--- src/rtl/id_scoreboard_pkg.sv ---
// Shared types and constants for the decode-stage issue scoreboard.
// Holds the drain FSM encoding and the fixed pipeline latencies.
package id_scoreboard_pkg;

    typedef enum logic [1:0] {
        RUN    = 2'd0,
        DRAIN  = 2'd1,
        HALTED = 2'd2
    } sb_state_t;

    localparam logic [2:0] LAT_ALU  = 3'd3;
    localparam logic [2:0] LAT_LOAD = 3'd3;
    localparam logic [4:0] REG_ZERO = 5'd0;

endpackage

--- src/rtl/id_scoreboard_sb_entry.sv ---
// One register's countdown: cycles left until its in-flight writer reaches the heap.
// Clear beats load, and load beats the automatic decrement.
module sb_entry
    import id_scoreboard_pkg::*;
#(
    parameter int LAT_W = 3
) (
    input  logic             clk,
    input  logic             rst,
    input  logic             clr,
    input  logic             ld,
    input  logic [LAT_W-1:0] ld_val,
    output logic [LAT_W-1:0] cnt,
    output logic             nonzero
);

    always_ff @(posedge clk) begin
        if (rst || clr) begin
            cnt <= '0;
        end else if (ld) begin
            cnt <= ld_val;
        end else if (cnt != '0) begin
            cnt <= cnt - 1'b1;
        end
    end

    assign nonzero = (cnt != '0);

endmodule

--- src/rtl/id_scoreboard.sv ---
// Decode-stage scoreboard: per-register countdowns, operand hazard stall,
// RUN/DRAIN/HALTED quiesce handshake and a saturating stall-cycle counter.
module id_scoreboard
    import id_scoreboard_pkg::*;
#(
    parameter int NREG     = 32,
    parameter int LAT_W    = 3,
    parameter int READY_AT = 1
) (
    input  logic             clk,
    input  logic             rst,
    input  logic             id_valid,
    input  logic [4:0]       id_rs,
    input  logic [4:0]       id_rt,
    input  logic             id_use_rs,
    input  logic             id_use_rt,
    input  logic             id_wen,
    input  logic [4:0]       id_rd,
    input  logic [LAT_W-1:0] id_lat,
    input  logic             flush,
    input  logic             flush_all,
    input  logic             drain_req,
    output logic             stall,
    output logic             issue,
    output logic             drain_ack,
    output logic             busy_any,
    output logic [15:0]      stall_cnt
);

    localparam logic [LAT_W-1:0] READY_LIM = LAT_W'(READY_AT);

    sb_state_t        state;
    logic [LAT_W-1:0] cnt [NREG];
    logic [NREG-1:0]  nonzero;
    logic             rs_busy;
    logic             rt_busy;

    // Register 0 never holds a pending write, so it has no entry.
    assign cnt[0]     = '0;
    assign nonzero[0] = 1'b0;

    for (genvar i = 1; i < NREG; i++) begin : g_entry
        sb_entry #(.LAT_W(LAT_W)) u_entry (
            .clk     (clk),
            .rst     (rst),
            .clr     (flush_all),
            .ld      (issue && id_wen && (id_rd == 5'(i))),
            .ld_val  (id_lat),
            .cnt     (cnt[i]),
            .nonzero (nonzero[i])
        );
    end

    // Hazard compares the pre-update counters, so rs==rd in one instruction never stalls.
    always_comb begin
        rs_busy = id_use_rs && (id_rs != REG_ZERO) && (cnt[id_rs] > READY_LIM);
        rt_busy = id_use_rt && (id_rt != REG_ZERO) && (cnt[id_rt] > READY_LIM);
    end

    assign busy_any  = |nonzero;
    assign stall     = id_valid && (rs_busy || rt_busy || (state != RUN));
    assign issue     = id_valid && !stall && !flush && !flush_all;
    assign drain_ack = (state == HALTED);

    // A dropped drain request wins over completion while draining.
    always_ff @(posedge clk) begin
        if (rst) begin
            state <= RUN;
        end else begin
            case (state)
                RUN:     if (drain_req) state <= DRAIN;
                DRAIN:   if (!drain_req) state <= RUN;
                         else if (!busy_any) state <= HALTED;
                HALTED:  if (!drain_req) state <= RUN;
                default: state <= RUN;
            endcase
        end
    end

    always_ff @(posedge clk) begin
        if (rst) begin
            stall_cnt <= '0;
        end else if (stall && (stall_cnt != 16'hFFFF)) begin
            stall_cnt <= stall_cnt + 16'd1;
        end
    end

endmodule

--- config.mk ---
export PLATFORM = sky130hd
export DESIGN_NAME = id_scoreboard
export DESIGN_NICKNAME = d
export VERILOG_FILES = /design/src/rtl/id_scoreboard_pkg.sv /design/src/rtl/id_scoreboard_sb_entry.sv /design/src/rtl/id_scoreboard.sv
export SDC_FILE = /design/constraint.sdc
export NUM_CORES = 1
export LEC_CHECK = 0
export CAP_MARGIN = 5
export CELL_PAD_IN_SITES_DETAIL_PLACEMENT = 1
export CELL_PAD_IN_SITES_GLOBAL_PLACEMENT = 1
export CORE_ASPECT_RATIO = 2
export CORE_UTILIZATION = 50
export DETAILED_ROUTE_END_ITERATION = 10
export PLACE_DENSITY_LB_ADDON = 0.25
export SLEW_MARGIN = 0
export SYNTH_ARGS = -nofsm -noshare
export SYNTH_HDL_FRONTEND = slang
export SYNTH_SLANG_ARGS = --single-unit
--- constraint.sdc ---
create_clock -name clk -period 4.8 [get_ports clk]
set_clock_uncertainty 0.2 [all_clocks]
set_input_delay 0.96 -clock clk [delete_from_list [all_inputs] [get_ports clk]]
set_output_delay 0.96 -clock clk [all_outputs]
set_load 0.03 [all_outputs]
==> run_results.csv <==
group,metric,value,unit
critical_path,path_buf_inv,3,
grt,grt_pass1_wl,37.4,mm
floorplan,std_cell_rows,64,
grt,grt_antenna_before_repair,0,
floorplan,die_h,178,um
yosys,synth-simple-area-share,24.2,%
clocking,cts_max_level,3,
critical_path,crit_required,3640,ps
clocking,clk_latency,370,ps
detailed_routing,antenna_left,0,
grt,track_usage,30.0,%
final_layout,final_util,58.0,%
power_and_ir_drop,powerDensity,232,nW/um^2
yosys,ys_ff_latch,111,
clocking,clkSinkCount,111,
clocking,clock_path_buffers,2,
yosys,ys_seq_area_share,28.5,%
critical_path,max_stage_delay,600,ps
final_layout,num-fill-cells,1840,
yosys,ys_types,47,
sta,fin_tns_setup,0,ps
yosys,syn_area,7780,um^2
critical_path,cp-start-kind,"primary input",
grt,grt-ovfl-total,0,
clocking,post-cts-setup-buffers,0,
final_layout,drive_gt1_share,11.2,%
detailed_routing,viasPerCell,5.86,
flow_run,drv_cap,0,
sta,grt_setup_unrepaired,"no",
final_layout,synthToLayoutAreaGrowth,13.3,%
floorplan,fp.dieArea,16100,um^2
clocking,ctsResizeCount,0,
yosys,yosys_warnings,0,
power_and_ir_drop,p_leak,3.84,nW
floorplan,die_w,90.2,um
sta,finalCriticalPeriod,4550,ps
grt,grt_max_degree,87,
critical_path,critical_path.top_delay_family,"compound AO/OA/AOI/OAI gates",
worst_hold_path,min_path_type,"reg -> reg",
detailed_routing,routedWlPerCell,19.8,um
final_layout,mostFrequentLayoutCell,"nand2_1",
yosys,synth_nets,1025,
detailed_routing,wl,23.2,mm
clocking,clockRootBuffer,"clkbuf_16",
sta,slew_headroom,39.2,%
critical_path,crit_type,"in -> out",
yosys,synthXorXnorAreaFrac,3.49,%
yosys,synth_top_family_by_area,"simple AND/OR/NAND/NOR gates",
sta,finalSetupViolations,0,
clocking,cts_hold_buf,0,
sta,max_slew.worst_pin.slew,905,ps
sta,min_period_over_period,94.7,%
sta,maxSlewViolCount,0,
final_layout,layout_common_cells,"nand2_1 (141), dfxtp_1 (111), mux2i_1 (94), nor2_1 (82), inv_1 (70)",
yosys,synth_edf_count,0,
detailed_routing,drt_iter0_drc,233,
clocking,cts_inserted_buffers,9,
critical_path,crit_fanout,22,
floorplan,core_region_area,15200,um^2
yosys,synth_flop_cell,"dfxtp_1",
final_layout,nets,1060,
critical_path,cpMaxStageDelayCell,"a31oi_2",
power_and_ir_drop,ir_drop,0.242,mV
yosys,ys_async_sr_fraction,0,%
critical_path,cp-end-kind,"output pin",
critical_path,arrival,3390,ps
detailed_routing,first_pass_iters,6,
yosys,synth_mux_area_share,19.9,%
critical_path,crit_chain,"clkdlybuf4s50_1 -> buf_4 -> nor4_1 -> nor4_1 -> o21ai_1 -> a31oi_2 -> a2bb2oi_2 -> nand2_1 -> and2_1 -> buf_4",
final_layout,antenna_cells,0,
placed_design,dp_hpwl,17.0,mm
placed_design,gp_congestion,0.868,
yosys,synth-adder-area-share,10.1,%
sta,hold_viol,0,
clocking,clk_pin_slew,70,ps
placed_design,port_buffers,46,
detailed_routing,vias,6868,
detailed_routing,route.detailed.drc,0,
outcome,outcome,"complete, no violations",
yosys,synthCells,935,
clocking,cts_tree,"yes",
floorplan,top_level_ports,47,
grt,grt_pass1_vias,7489,
yosys,synth_compound_area_share,8.20,%
sta,fmax,0.220,GHz
floorplan,start_util,51.2,%
yosys,synth.avg_cell_area,8.32,um^2
==> metal layers <==
layer  wire length, um  GRT usage [%]
met4              1550           22.7
met3               763           4.18
met2             12800           58.1
met1              8080           28.1
met5                 0              0
==> area by class of cell <==
cell class	instances	area, um^2	area share, %
clock buffers	11	243	2.75
clock inverters	5	105	1.19
inverters	71	267	3.02
multi-input cells	714	5140	58.3
flip-flops and latches	111	2220	25.2
well taps	198	248	2.81
repair buffers	63	596	6.75
==> synthesized netlist by cell type, types with 7 or more instances <==
cell type / instances / share of area, %
mux2_2: 44 / 6.4
nand4_1: 14 / 1.1
inv_1: 70 / 3.4
nand3_1: 34 / 2.2
nand2_1: 141 / 6.8
clkbuf_1: 31 / 1.5
ha_1: 63 / 10
mux2i_1: 94 / 12
a21oi_1: 19 / 1.2
nor2b_1: 46 / 3.7
nand3_2: 8 / 1.0
a211oi_1: 13 / 1.3
nor2_1: 83 / 4.0
dfxtp_1: 111 / 29
o21ai_0: 35 / 2.3
nor3_1: 23 / 1.5
xnor2_1: 31 / 3.5
nand2b_1: 7 / 0.56
==> worst reg2reg max path: cells and delay by family, from the launching register on <==
family | cells | cell delay, ps
compound gates | 4 | 1590
simple gates | 2 | 740
flops | 1 | 340
mux | 1 | 210
==> state kept, by name (all words and copies together) (netlist names) <==
name	cells
g_entry.u_entry.cnt	93
stall_cnt	16
state	2
==> where the power goes <==
part	switching [W]	internal (W)	leakage [nW]
clock	0.000367	0.000525	0.162
combinational	0.000141	0.0000810	2.78
sequential	0.00000609	0.000925	0.894
==> worst paths after layout <==
check / start / endpoint / slack, ps / cells after the start
worst max-delay path: id_rs[0] / stall / 250 / 10
worst min-delay path: stall_cnt[1] / stall_cnt[1] / 310 / 2
worst min register to register: stall_cnt[1] / stall_cnt[1] / 310 / 2
worst max register to register: g_entry[27].u_entry.cnt[1] / g_entry[19].u_entry.cnt[2] / 1570 / 7
==> cell families (layout without fill, tap and decap cells) <==
group                      after synthesis  in the layout
and+or+nand+nor                        390            390
muxes                                  144            144
xor gates and xnor gates                31             31
adders and majority gates               63             63
AOI/OAI and AO/OA                       86             86
DFF                                    111            111
buffers and inverters                  110            150
==> per-stage QoR <==
step                      std cells  setup slack (ps)  total power, W  hold WS (ps)  cell area (um^2)
after global placement         1157               362         0.00117           288              8470
final                          1173               253         0.00205           311              8820
after floorplan                 935               574         0.00108           278              7780
after global routing           1173               113         0.00211           336              8820
after detailed placement       1157               256         0.00117           305              8470
after CTS                      1173               264         0.00206           318              8820
Note: power is estimated with default switching activity, not from simulation.
